`config.mk`:
```
export PLATFORM = sky130hd
export DESIGN_NAME = dart_game_multi
export DESIGN_NICKNAME = d
export VERILOG_FILES = /design/src/rtl/dart_game_multi.sv
export SDC_FILE = /design/constraint.sdc
export NUM_CORES = 1
export LEC_CHECK = 0
export BUFFER_PORTS_ARGS = -buffer_cell sky130_fd_sc_hd__buf_2
export CORE_UTILIZATION = 60
export CTS_BUF_LIST = sky130_fd_sc_hd__clkbuf_2 sky130_fd_sc_hd__clkbuf_4 sky130_fd_sc_hd__clkbuf_8
export CTS_CLUSTER_SIZE = 30
export DETAILED_ROUTE_END_ITERATION = 8
export PLACE_DENSITY = 0.84
export SLEW_MARGIN = 40
export SYNTH_ARGS = -nofsm -noshare
export SYNTH_HDL_FRONTEND = slang
export SYNTH_SLANG_ARGS = --single-unit
```
`constraint.sdc`:
```
create_clock -name clk -period 10.36 [get_ports clk]
set_clock_uncertainty 0.15 [all_clocks]
set_input_delay 1.036 -clock clk [delete_from_list [all_inputs] [get_ports clk]]
set_output_delay 1.036 -clock clk [all_outputs]
set_load 0.1 [all_outputs]
```
`src/rtl/dart_game_multi.sv`:
```
// dart_game_multi: parametrised multi-player dart scorer.
//
// Sits between the debounced throw button and the score/display logic.
// A rising edge on throw_button while playing scores one throw for the
// current player; points come from a free-running 5-bit LFSR. After
// THROWS_PER_TURN throws the turn rotates, and after ROUNDS full rotations
// the game ends with the winner and tie flags frozen until restart.
//
// Ports:
//   clk           system clock
//   reset         synchronous, active-high; restores every register
//   throw_button  debounced level; a throw is its rising edge
//   new_game      synchronous restart, same as reset but the LFSR keeps running
//   player_id     current player, 1-based
//   throw_points  points of the most recent accepted throw
//   throw_valid   one-cycle pulse when throw_points/score update
//   score_display current player's score
//   total_score   saturating sum of all player scores
//   round_num     current round, 1-based
//   game_over     high while in DONE
//   winner_id     lowest-index player holding the max score (valid in DONE)
//   tie           two or more players share the max score (valid in DONE)
//
// FSM states:
//   state | meaning
//   PLAY  | throws accepted, turn/round rotation active
//   DONE  | game finished, throws ignored, winner/tie held

module dart_game_multi #(
  parameter int         NUM_PLAYERS     = 3,
  parameter int         THROWS_PER_TURN = 5,
  parameter int         ROUNDS          = 3,
  parameter int         SCORE_W         = 8,
  parameter logic [4:0] LFSR_SEED       = 5'b10101
) (
  input  logic               clk,
  input  logic               reset,
  input  logic               throw_button,
  input  logic               new_game,
  output logic [2:0]         player_id,
  output logic [2:0]         throw_points,
  output logic               throw_valid,
  output logic [SCORE_W-1:0] score_display,
  output logic [SCORE_W+2:0] total_score,
  output logic [3:0]         round_num,
  output logic               game_over,
  output logic [2:0]         winner_id,
  output logic               tie
);

  typedef enum logic {PLAY, DONE} state_t;

  localparam logic [SCORE_W-1:0] SCORE_MAX   = '1;
  localparam logic [2:0]         LAST_THROW  = 3'(THROWS_PER_TURN - 1);
  localparam logic [2:0]         LAST_PLAYER = 3'(NUM_PLAYERS);
  localparam logic [3:0]         LAST_ROUND  = 4'(ROUNDS);

  state_t             state;
  logic [4:0]         prbs;
  logic               btn_q;
  logic [2:0]         throw_cnt;
  logic [SCORE_W-1:0] scores [NUM_PLAYERS];

  logic [2:0]         pts;
  logic               accept;
  logic [SCORE_W-1:0] cur_score;
  logic [SCORE_W:0]   cur_sum;
  logic [SCORE_W-1:0] cur_sum_sat;
  logic [SCORE_W-1:0] scores_upd [NUM_PLAYERS];
  logic [SCORE_W-1:0] best;
  logic [2:0]         best_id;
  logic [2:0]         best_cnt;
  logic [SCORE_W+3:0] sum_all;

  always_comb begin
    case (prbs[2:0])
      3'b000:  pts = 3'd5;
      3'b001:  pts = 3'd4;
      3'b010:  pts = 3'd3;
      3'b011:  pts = 3'd2;
      3'b100:  pts = 3'd1;
      default: pts = 3'd0;
    endcase
  end

  assign accept = throw_button && !btn_q && (state == PLAY);

  // Current player's score and its saturated post-throw value.
  always_comb begin
    cur_score = '0;
    for (int i = 0; i < NUM_PLAYERS; i++) begin
      if (player_id == 3'(i + 1)) cur_score = scores[i];
    end
    cur_sum     = {1'b0, cur_score} + (SCORE_W + 1)'(pts);
    cur_sum_sat = cur_sum[SCORE_W] ? SCORE_MAX : cur_sum[SCORE_W-1:0];
  end

  assign score_display = cur_score;

  // Winner/tie are judged on the scores including the final throw, since
  // that throw commits on the same edge that enters DONE.
  always_comb begin
    for (int i = 0; i < NUM_PLAYERS; i++) begin
      scores_upd[i] = (player_id == 3'(i + 1)) ? cur_sum_sat : scores[i];
    end
    best    = scores_upd[0];
    best_id = 3'd1;
    for (int i = 1; i < NUM_PLAYERS; i++) begin
      if (scores_upd[i] > best) begin
        best    = scores_upd[i];
        best_id = 3'(i + 1);
      end
    end
    best_cnt = '0;
    for (int i = 0; i < NUM_PLAYERS; i++) begin
      if (scores_upd[i] == best) best_cnt = best_cnt + 3'd1;
    end
  end

  // One extra bit of headroom so saturation can be detected.
  always_comb begin
    sum_all = '0;
    for (int i = 0; i < NUM_PLAYERS; i++) begin
      sum_all = sum_all + (SCORE_W + 4)'(scores[i]);
    end
    total_score = sum_all[SCORE_W+3] ? '1 : sum_all[SCORE_W+2:0];
  end

  always_ff @(posedge clk) begin
    if (reset) begin
      prbs         <= LFSR_SEED;
      btn_q        <= 1'b0;
      for (int i = 0; i < NUM_PLAYERS; i++) scores[i] <= '0;
      throw_points <= 3'd0;
      throw_valid  <= 1'b0;
      player_id    <= 3'd1;
      round_num    <= 4'd1;
      throw_cnt    <= 3'd0;
      state        <= PLAY;
      game_over    <= 1'b0;
      winner_id    <= 3'd0;
      tie          <= 1'b0;
    end else begin
      prbs        <= {prbs[3:0], prbs[4] ^ prbs[2]};
      btn_q       <= throw_button;
      throw_valid <= 1'b0;
      if (new_game) begin
        for (int i = 0; i < NUM_PLAYERS; i++) scores[i] <= '0;
        throw_points <= 3'd0;
        player_id    <= 3'd1;
        round_num    <= 4'd1;
        throw_cnt    <= 3'd0;
        state        <= PLAY;
        game_over    <= 1'b0;
        winner_id    <= 3'd0;
        tie          <= 1'b0;
      end else if (accept) begin
        for (int i = 0; i < NUM_PLAYERS; i++) begin
          if (player_id == 3'(i + 1)) scores[i] <= cur_sum_sat;
        end
        throw_points <= pts;
        throw_valid  <= 1'b1;
        if (throw_cnt == LAST_THROW) begin
          throw_cnt <= 3'd0;
          if (player_id == LAST_PLAYER) begin
            if (round_num == LAST_ROUND) begin
              // Final position stays on the last player/round.
              state     <= DONE;
              game_over <= 1'b1;
              winner_id <= best_id;
              tie       <= (best_cnt > 3'd1);
            end else begin
              player_id <= 3'd1;
              round_num <= round_num + 4'd1;
            end
          end else begin
            player_id <= player_id + 3'd1;
          end
        end else begin
          throw_cnt <= throw_cnt + 3'd1;
        end
      end
    end
  end

endmodule

```
==> run metrics <==
slowest cell delay on critical path=0.69 ns; ANT cells=0; Slew HR=0.471; register area=1200 sq um; CTS buffer count=5; Critical Path RT=10.41 ns; share of cells above drive strength 1=0.134; PwrDens=137 nW/um^2; number of synthesized flops with an enable pin=24; multi-input logic area=2680 sq um; Crit Path Max Fanout=21; CTS tree=yes; worst IR drop on VDD=0.124 mV; PnR Total Power=0.613 mW; Longest Clk Path Bufs=2; Worst-path clk slew=0.09 ns; Final setup viols=0; synth warn=0; hold buffer count at CTS=0; die height=84.9 um; PortBufs=36; dpl hpwl=8320 um; first-pass GRT wire length=16900 um; TNS Setup=0 ns; Initial DRT Pass Iterations=7; slowest CP cell=ha_1; Worst EP arrival=9.74 ns; Net Sw Frac=0.437; Routed wire per std cell=18.2 um; proportion of power drawn by combinational gates=0.459; clk root buf=clkbuf_8; Rows=29; Seq pwr share=0.353; worst hold path type=reg2reg; core area=6490 sq um; Clk pwr share=0.188; CP startpoint kind=register; final core occ=0.687; gpl congestion=0.986; Nets=553; Post-Route WL=10600 um; GRT Total Usage=0.303; Netlist cell types=56; final hold viol count=0; Residual DRC=2; Antenna Nets Post-Route=0; status=finished with violations; Initial Util=0.635; CP Class=reg2reg; max_cap viols=0; Mapped Cells=473; Seq cells post-synth=48; asr flop ratio synth=0; Hold Path Cell Cnt=1; Hold Slack=0.267 ns; P_leak=2.00 nW; post-route clock period utilization=0.935; vias per cell=6.30; largest net degree at the start of global routing=22; total grt overflow=0; cell depth of the worst flop-to-flop path=35; I/O Pins=39; vias in the first global route=3429; Vias=3674; Clock Latency Late Sink=0.31 ns; worst-margin pin slew=0.793 ns; most frequent CP cell=ha_1; RSZ-0062 raised after global routing=false; Die ar.=7210 sq um; H-Tree Depth=2; Internal=0.345 mW; post-synthesis sequential area ratio=0.291; filler instances=509; Setup crit end kind=register; commonest cells after routing, fill and taps aside=47 x nor2_1, 42 x inv_1, 36 x buf_2, 35 x a21oi_1, 34 x ha_1; First DRT Iteration DRCs=267; Post-Syn Area=4130 sq um; Main synth FF type=edfxtp_1; failing checks=design-rule violations; commonest non-fill, non-tap cell in the layout=nor2_1; Final Max Tran Viols=0; die width=84.9 um; Switch Pwr=0.268 mW; Area growth, synth to finish=8.10%; CTS Sinks=48; Tmin final=9.68 ns; Fmax=103 MHz; initial antenna violation count=0; Avg Cell Area, Syn=8.72 sq um
==> state kept, by name, summed over array words and instances (netlist names) <==
| name | count |
|---|---|
| scores | 24 |
| prbs | 5 |
| round_num | 4 |
| player_id | 3 |
| throw_cnt | 3 |
| throw_points | 3 |
| winner_id | 2 |
| btn_q | 1 |
| state | 1 |
| throw_valid | 1 |
| tie | 1 |
==> metrics by stage <==
step | setup WS [ns] | area, sq um | cells
after floorplan | 0.0396 | 4150 | 474
after CTS | 0.780 | 4450 | 581
after global placement | 0.994 | 4340 | 572
final | 0.675 | 4460 | 583
after detailed placement | 0.808 | 4360 | 573
after global routing | 0.140 | 4460 | 583
==> routing by layer <==
| layer | share of wire | GRT usage | vias to the layer above | wire length [um] |
|---|---|---|---|---|
| met3 | 0.097 | 0.0710 | 24 | 1030 |
| met5 | 0 | 0 | - | 0 |
| met1 | 0.42 | 0.402 | 1720 | 4490 |
| li1 | - | - | 1731 | - |
| met2 | 0.46 | 0.497 | 199 | 4900 |
| met4 | 0.018 | 0.0878 | 0 | 196 |
==> critical path, delay by kind of cell (launching register included) <==
| kind | cells | cell delay [ns] |
|---|---|---|
| AND/OR/NAND/NOR | 7 | 2.37 |
| flip-flops | 1 | 0.42 |
| AO/OA/AOI/OAI | 16 | 3.50 |
| buffers and inverters | 4 | 0.58 |
| adder cells (fa/ha/maj) | 6 | 2.11 |
| multiplexers | 1 | 0.30 |
| XOR/XNOR | 1 | 0.15 |
==> worst paths after layout <==
| path | from | end | slack (ns) |
|---|---|---|---|
| worst max-delay path | player_id[0] | tie | 0.68 |
| worst min-delay path | prbs[3] | prbs[4] | 0.27 |
| worst max register to register | player_id[0] | tie | 0.68 |
| worst min register to register | prbs[3] | prbs[4] | 0.27 |
==> cells in the mapped netlist (all sizes together), types with 2 or more instances <==
master / instances / share of area
and2: 4 / 0.0061
nand2b: 7 / 0.011
nor2b: 13 / 0.020
inv: 42 / 0.038
nor4: 5 / 0.0076
clkbuf: 10 / 0.0091
a211oi: 6 / 0.011
nand3b: 5 / 0.012
nor2: 47 / 0.043
edfxtp: 24 / 0.17
o21a: 5 / 0.0091
a211o: 2 / 0.0042
mux2: 7 / 0.019
buf: 10 / 0.019
xor2: 13 / 0.028
o31ai: 6 / 0.011
a21oi: 36 / 0.046
a222oi: 2 / 0.0049
xnor2: 23 / 0.049
or2: 4 / 0.0061
a22o: 2 / 0.0042
fa: 10 / 0.049
a31oi: 5 / 0.0076
o21ai: 16 / 0.019
nand2: 33 / 0.030
nor3: 4 / 0.0049
mux2i: 16 / 0.039
a221oi: 2 / 0.0042
a22oi: 2 / 0.0036
nand3: 10 / 0.012
and4: 2 / 0.0042
nand4: 8 / 0.012
ha: 34 / 0.10
o211ai: 6 / 0.011
o21bai: 5 / 0.0091
a21o: 8 / 0.015
or4: 3 / 0.0064
dfxtp: 24 / 0.12
and3: 3 / 0.0045
==> layout make-up <==
| class | count | area share |
|---|---|---|
| multi-input cells | 364 | 0.600 |
| inverters | 42 | 0.0353 |
| flip-flops and latches | 48 | 0.269 |
| repair buffers | 44 | 0.0539 |
| well taps | 77 | 0.0216 |
| clock buffers | 6 | 0.0171 |
| clock inverters | 2 | 0.00281 |
==> power groups by stage <==
| stage | logic, mW | clock network, mW | registers, mW |
|---|---|---|---|
| 2_1_floorplan | 0.223 | 0 | 0.219 |
| 3_3_place_gp | 0.266 | 0 | 0.219 |
| 3_5_place_dp | 0.274 | 0 | 0.220 |
| 4_1_cts | 0.275 | 0.114 | 0.216 |
| 5_1_grt | 0.301 | 0.123 | 0.217 |
| 6_report | 0.281 | 0.115 | 0.216 |
==> logic make-up after synthesis <==
family                   share of synthesized area
XOR/XNOR                                    0.0764
other                                     0.000909
adder cells (fa/ha/maj)                      0.152
AO/OA/AOI/OAI                                0.175
flip-flops                                   0.291
AND/OR/NAND/NOR                              0.181
multiplexers                                0.0579
buffers and inverters                       0.0661
==> timing repair <==
item,CTS,global route
setup buffers,0,2
setup endpoints to repair,0,1
resized for setup,0,0
Note: power is estimated with default switching activity, not from simulation.
